[src/rtl/mack_bus_master.sv]
`default_nettype none
// ============================================================================
// mack_bus_master: single-word 68000 bus master (arbitrate, strobe, DTACK wait).
// Optional DTACK timeout with bus error: define MACK_BUS_TIMEOUT_EN.
// Revision: 1.0 - initial release
// ============================================================================
module mack_bus_master #(
    parameter int TIMEOUT_CYCLES = 64
) (
    input  logic        CLK,
    input  logic        RST,
    input  logic        REQ,
    input  logic        REQ_RW,
    input  logic [22:0] REQ_ADDR,
    input  logic        REQ_UDS,
    input  logic        REQ_LDS,
    input  logic [15:0] REQ_WDATA,
    output logic        ACK,
    output logic        ERR,
    output logic [15:0] RDATA,
    output logic        BUSY,
    output logic        BR_N,
    output logic        BGACK_N,
    input  logic        BG_N,
    input  logic        AS_IN_N,
    input  logic        DTACK_N,
    output logic        BUS_OE,
    output logic [22:0] ADDR,
    output logic        AS_N,
    output logic        UDS_N,
    output logic        LDS_N,
    output logic        RW,
    output logic [15:0] DATA_OUT,
    output logic        DATA_OE,
    input  logic [15:0] DATA_IN
);

    if (TIMEOUT_CYCLES < 4 || TIMEOUT_CYCLES > 255) begin : g_bad_timeout
        $error("TIMEOUT_CYCLES must be within 4..255");
    end

    typedef enum logic [2:0] {
        IDLE      = 3'd0,
        ARB       = 3'd1,
        S_ADDR    = 3'd2,
        S_STROBE  = 3'd3,
        S_WAIT    = 3'd4,
        S_LATCH   = 3'd5,
        S_RELEASE = 3'd6
    } state_t;

    state_t      state_q, state_d;
    logic        lat_rw_q, lat_rw_d;
    logic [22:0] lat_addr_q, lat_addr_d;
    logic        lat_uds_q, lat_uds_d;
    logic        lat_lds_q, lat_lds_d;
    logic [15:0] lat_wdata_q, lat_wdata_d;

    logic        ack_q, ack_d;
    logic        busy_q, busy_d;
    logic        br_n_q, br_n_d;
    logic        bgack_n_q, bgack_n_d;
    logic        bus_oe_q, bus_oe_d;
    logic [22:0] addr_q, addr_d;
    logic        as_n_q, as_n_d;
    logic        uds_n_q, uds_n_d;
    logic        lds_n_q, lds_n_d;
    logic        rw_q, rw_d;
    logic [15:0] data_out_q, data_out_d;
    logic        data_oe_q, data_oe_d;
    logic [15:0] rdata_q, rdata_d;

    // Two-flop synchronizers; reset to the inactive (high) level
    logic        bg_meta_q, bg_sync_q;
    logic        asi_meta_q, asi_sync_q;
    logic        dt_meta_q, dt_sync_q;

`ifdef MACK_BUS_TIMEOUT_EN
    localparam logic [7:0] c_timeout_last = 8'(TIMEOUT_CYCLES - 1);
    logic [7:0]  tmo_cnt_q, tmo_cnt_d;
    logic        tmo_q, tmo_d;
    logic        err_q, err_d;
`endif

    always_comb begin
        state_d     = state_q;
        lat_rw_d    = lat_rw_q;
        lat_addr_d  = lat_addr_q;
        lat_uds_d   = lat_uds_q;
        lat_lds_d   = lat_lds_q;
        lat_wdata_d = lat_wdata_q;
        ack_d       = 1'b0;
        br_n_d      = br_n_q;
        bgack_n_d   = bgack_n_q;
        bus_oe_d    = bus_oe_q;
        addr_d      = addr_q;
        as_n_d      = as_n_q;
        uds_n_d     = uds_n_q;
        lds_n_d     = lds_n_q;
        rw_d        = rw_q;
        data_out_d  = data_out_q;
        data_oe_d   = data_oe_q;
        rdata_d     = rdata_q;
`ifdef MACK_BUS_TIMEOUT_EN
        tmo_cnt_d   = tmo_cnt_q;
        tmo_d       = tmo_q;
        err_d       = 1'b0;
`endif
        case (state_q)
            IDLE: begin
                if (REQ) begin
                    lat_rw_d    = REQ_RW;
                    lat_addr_d  = REQ_ADDR;
                    lat_uds_d   = REQ_UDS;
                    lat_lds_d   = REQ_LDS;
                    lat_wdata_d = REQ_WDATA;
                    br_n_d      = 1'b0;
                    state_d     = ARB;
                end
            end
            ARB: begin
                // Take the bus only once the current master has dropped AS
                if (!bg_sync_q && asi_sync_q) begin
                    bgack_n_d = 1'b0;
                    br_n_d    = 1'b1;
                    bus_oe_d  = 1'b1;
                    addr_d    = lat_addr_q;
                    rw_d      = lat_rw_q;
                    if (!lat_rw_q) begin
                        data_out_d = lat_wdata_q;
                        data_oe_d  = 1'b1;
                    end
                    state_d   = S_ADDR;
                end
            end
            S_ADDR: begin
                as_n_d  = 1'b0;
                uds_n_d = !lat_uds_q;
                lds_n_d = !lat_lds_q;
                state_d = S_STROBE;
            end
            S_STROBE: begin
`ifdef MACK_BUS_TIMEOUT_EN
                tmo_cnt_d = 8'd0;
                tmo_d     = 1'b0;
`endif
                state_d = S_WAIT;
            end
            S_WAIT: begin
                if (!dt_sync_q) begin
                    state_d = S_LATCH;
                end
`ifdef MACK_BUS_TIMEOUT_EN
                else if (tmo_cnt_q == c_timeout_last) begin
                    as_n_d  = 1'b1;
                    uds_n_d = 1'b1;
                    lds_n_d = 1'b1;
                    tmo_d   = 1'b1;
                    state_d = S_RELEASE;
                end else begin
                    tmo_cnt_d = tmo_cnt_q + 8'd1;
                end
`endif
            end
            S_LATCH: begin
                if (lat_rw_q) begin
                    rdata_d = DATA_IN;
                end
                as_n_d  = 1'b1;
                uds_n_d = 1'b1;
                lds_n_d = 1'b1;
                state_d = S_RELEASE;
            end
            S_RELEASE: begin
`ifdef MACK_BUS_TIMEOUT_EN
                if (dt_sync_q || tmo_q) begin
                    err_d = tmo_q;
`else
                if (dt_sync_q) begin
`endif
                    ack_d     = 1'b1;
                    bus_oe_d  = 1'b0;
                    data_oe_d = 1'b0;
                    bgack_n_d = 1'b1;
                    rw_d      = 1'b1;
                    state_d   = IDLE;
                end
            end
            default: begin
                state_d = IDLE;
            end
        endcase
        busy_d = (state_d != IDLE);
    end

    always_ff @(posedge CLK) begin
        if (!RST) begin
            state_q     <= IDLE;
            lat_rw_q    <= 1'b1;
            lat_addr_q  <= 23'd0;
            lat_uds_q   <= 1'b0;
            lat_lds_q   <= 1'b0;
            lat_wdata_q <= 16'd0;
            ack_q       <= 1'b0;
            busy_q      <= 1'b0;
            br_n_q      <= 1'b1;
            bgack_n_q   <= 1'b1;
            bus_oe_q    <= 1'b0;
            addr_q      <= 23'd0;
            as_n_q      <= 1'b1;
            uds_n_q     <= 1'b1;
            lds_n_q     <= 1'b1;
            rw_q        <= 1'b1;
            data_out_q  <= 16'd0;
            data_oe_q   <= 1'b0;
            rdata_q     <= 16'd0;
            bg_meta_q   <= 1'b1;
            bg_sync_q   <= 1'b1;
            asi_meta_q  <= 1'b1;
            asi_sync_q  <= 1'b1;
            dt_meta_q   <= 1'b1;
            dt_sync_q   <= 1'b1;
`ifdef MACK_BUS_TIMEOUT_EN
            tmo_cnt_q   <= 8'd0;
            tmo_q       <= 1'b0;
            err_q       <= 1'b0;
`endif
        end else begin
            state_q     <= state_d;
            lat_rw_q    <= lat_rw_d;
            lat_addr_q  <= lat_addr_d;
            lat_uds_q   <= lat_uds_d;
            lat_lds_q   <= lat_lds_d;
            lat_wdata_q <= lat_wdata_d;
            ack_q       <= ack_d;
            busy_q      <= busy_d;
            br_n_q      <= br_n_d;
            bgack_n_q   <= bgack_n_d;
            bus_oe_q    <= bus_oe_d;
            addr_q      <= addr_d;
            as_n_q      <= as_n_d;
            uds_n_q     <= uds_n_d;
            lds_n_q     <= lds_n_d;
            rw_q        <= rw_d;
            data_out_q  <= data_out_d;
            data_oe_q   <= data_oe_d;
            rdata_q     <= rdata_d;
            bg_meta_q   <= BG_N;
            bg_sync_q   <= bg_meta_q;
            asi_meta_q  <= AS_IN_N;
            asi_sync_q  <= asi_meta_q;
            dt_meta_q   <= DTACK_N;
            dt_sync_q   <= dt_meta_q;
`ifdef MACK_BUS_TIMEOUT_EN
            tmo_cnt_q   <= tmo_cnt_d;
            tmo_q       <= tmo_d;
            err_q       <= err_d;
`endif
        end
    end

    assign ACK      = ack_q;
    assign BUSY     = busy_q;
    assign BR_N     = br_n_q;
    assign BGACK_N  = bgack_n_q;
    assign BUS_OE   = bus_oe_q;
    assign ADDR     = addr_q;
    assign AS_N     = as_n_q;
    assign UDS_N    = uds_n_q;
    assign LDS_N    = lds_n_q;
    assign RW       = rw_q;
    assign DATA_OUT = data_out_q;
    assign DATA_OE  = data_oe_q;
    assign RDATA    = rdata_q;
`ifdef MACK_BUS_TIMEOUT_EN
    assign ERR      = err_q;
`else
    assign ERR      = 1'b0;
`endif

endmodule
`default_nettype wire

[config.mk]
export PLATFORM = sky130hd
export DESIGN_NAME = mack_bus_master
export DESIGN_NICKNAME = d
export VERILOG_FILES = /design/src/rtl/mack_bus_master.sv
export SDC_FILE = /design/constraint.sdc
export NUM_CORES = 1
export LEC_CHECK = 0
export CORE_ASPECT_RATIO = 1.1
export CORE_UTILIZATION = 25
export DETAILED_ROUTE_END_ITERATION = 16
export PLACE_DENSITY_LB_ADDON = 0.3
export SYNTH_ARGS = -nofsm -noshare
export SYNTH_HDL_FRONTEND = slang
export SYNTH_SLANG_ARGS = --single-unit
[constraint.sdc]
create_clock -name CLK -period 1.86 [get_ports CLK]
set_input_delay 0.372 -clock CLK [delete_from_list [all_inputs] [get_ports CLK]]
set_output_delay 0.372 -clock CLK [all_outputs]
set_load 0.01 [all_outputs]
==> qor.csv <==
metric,value,unit
outcome,finished clean,
max-slew violation count,0,
YS warnings,0,
clk root buf,clkbuf_16,
via density per instance,4.33,
relative slew slack,59.1,%
placed cells,801,
critical path endpoint category,primary output,
Crit. Startpoint,ADDR[22],
initial antenna violation count,0,
Sw Share,20.6,%
CTS resizes,0,
share of cells above drive strength 1,8.36,%
fin crit period,1.69,ns
dpl hpwl,7390,µm
unrepaired setup endpoints after global routing,no,
worst-margin pin slew,0.613,ns
remaining antenna violation count,0,
WS Path Type,reg -> out,
"most common cell after layout, fill and taps aside",clkdlybuf4s50_1,
Post-CTS Hold Buffers,0,
pin count of the biggest net entering global routing,45,
clock slew at reported path FFs,0.05,ns
routed wire length,10600,µm
Core ar.,0.0170,mm²
Worst R2R Start,state_q[2],
Reg2Reg Depth,3,
H-Tree Level Count,4,
crit path DAT,1.31,ns
logic gate share of total power,6.9,%
Max clock buf depth,2,
PD cells,1010,mW/mm²
Die ar.,0.0178,mm²
sw power,1.35,mW
setup violators final,0,
Num CTS Buffers,17,
cells after synthesis,466,
Worst EP required,1.49,ns
TNS Setup,0,ns
Post-CTS Setup Bufs,0,
Peak Freq,593,MHz
Synth Area in XOR/XNOR,0,%
row count,50,
Tcrit/Tclk final,90.6,%
hold path startpoint,RST,
CP max stage delay,0.55,ns
final hold vios,0,
Power Internal,5.18,mW
area occupied by multi-input gates,0.00176,mm²
worst reg2reg path endpoint,ADDR[2],
CTS tree,built,
DRC Markers,0,
Sink Count,116,
Die Y-Extent,140,µm
complex-gate fraction of the synthesized area,10.2,%
mapped cell area,0.00432,mm²
largest family of logic cells by synthesized area,simple AND/OR/NAND/NOR gates,
port buffer count,128,
CP Buf/Inv Count,1,
Clock Skews,0.00880,ns
Reg2Reg Setup Slack,0.31,ns
Worst Hold End,lat_rw_q,
Synth Register Bits,116,
Worst path slowest cell,clkdlybuf4s50_1,
Synth area leader,dfxtp_1,
syn nets,530,
worst min path class,in -> reg,
grt ovf,0,
die width,127,µm
"top cells by area, synth","dfxtp_1 54%, nand2_1 10%, mux2i_1 10%",
FILL cells,1704,
placer congestion estimate,0.735,
Initial Utilization,25.5,%
crit-path leading delay family,buffers and inverters,
Synth Area in Adders,0,%
clock group share of total power,53.1,%
most frequent cells in the layout,"127 x clkdlybuf4s50_1, 116 x dfxtp_1, 116 x nand2_1",
fin cells,832,
CP cell instances,clkdlybuf4s50_1,
Flop pwr share,40.0,%
top cell type's share of synthesized area,53.7,%
Ports,130,
First DRT Iteration DRCs,114,
Reg area,0.00232,mm²
via count,3606,
register area share after synthesis,53.7,%
VDD IR max,0.565,mV
"Distinct cells, synth",33,
Pre-antenna DRT Iters,4,
first-pass GRT wire length,17200,µm
wire length per cell,12.7,µm
vias in the first global route,3577,
worst skew pair latency,0.41,ns
GRT Overall Usage,12.6,%
Worst Path Max Fanout,2,
number of max-cap violations,0,
final net count,650,
area added between synthesis and finish,49.2,%
Pleak,2.39,nW
ant diodes,0,
"Avg Cell Area, Syn",9.28,µm²
mux contribution to synthesized area,9.95,%
final core occ,38.0,%
fraction of the mapped netlist area in simple logic gates,20.3,%
hold path depth,2,
startpoint class of the critical path,flip-flop,
[Yosys cell counts (all sizes together)]
| cell | instances |
|---|---|
| nand2 | 116 |
| nand3 | 45 |
| clkbuf | 14 |
| nor3b | 1 |
| o21ai | 48 |
| o21a | 1 |
| o31ai | 1 |
| nor2 | 5 |
| nand2b | 8 |
| o31a | 1 |
| nor2b | 6 |
| o211a | 1 |
| dfxtp | 116 |
| nor4b | 1 |
| conb | 1 |
| nand3b | 1 |
| and3 | 1 |
| mux2i | 43 |
| a22oi | 1 |
| buf | 27 |
| a21boi | 19 |
| and2 | 1 |
| and4b | 2 |
| a21oi | 2 |
| o41ai | 1 |
| nand4b | 3 |
[worst max path at each step]
stage	end	depth (start not counted)	slack (ns)
floorplan	lat_addr_q[0]	5	0.62
global placement	lat_wdata_q[12]	6	0.09
detailed placement	lat_addr_q[3]	6	0.04
CTS	ADDR[18]	1	0.12
global route	ADDR[15]	1	0.09
finish	ADDR[22]	1	0.17
[per-stage QoR]
step | power [mW] | cell area [µm²] | hold slack (ns) | setup slack (ns)
3_3_place_gp | 3.11 | 5820 | 0.392 | 0.0881
5_1_grt | 6.81 | 6450 | 0.336 | 0.0926
3_5_place_dp | 3.12 | 5820 | 0.392 | 0.0367
2_1_floorplan | 2.89 | 4320 | 0.386 | 0.617
6_report | 6.53 | 6450 | 0.316 | 0.174
4_1_cts | 6.64 | 6450 | 0.288 | 0.116
[kinds of logic (layout without fill, tap and decap cells)]
kind of cell    Yosys count  after routing
compound gates           75             75
other cells               1              1
buf+inv                  41            173
mux                      43             43
flops                   116            116
simple gates            190            190
[power groups by stage]
stage               registers (mW)  logic (mW)  clock network, mW
floorplan                     2.66       0.234                  0
finish                        2.62       0.448               3.47
global route                  2.62       0.495               3.69
detailed placement            2.67       0.452                  0
CTS                           2.61       0.454               3.57
global placement              2.66       0.443                  0
[flip-flops by register name, indices dropped and copies added, names as in the netlist, 3 cells and up]
name	cells
DATA_OUT	16
ADDR	23
RDATA	16
lat_wdata_q	16
state_q	3
lat_addr_q	23
[cell type report]
cell class / instances / area share (%)
clock inverter: 10 / 2.37
clock buffer: 21 / 7.45
timing repair buffer: 142 / 22.4
sequential: 116 / 36.0
tap: 234 / 4.54
multi-input combinational: 309 / 27.2
[routing by layer]
metal / share of wire [%] / GRT usage (%) / vias up / wire, µm
met5: 0 / 0 / - / 0
met4: 1.9 / 6.39 / 0 / 200
met3: 7.8 / 5.50 / 15 / 825
met1: 43 / 14.0 / 1663 / 4550
met2: 47 / 20.3 / 114 / 5020
li1: - / - / 1814 / -
Power figures use the tool's default switching activity.
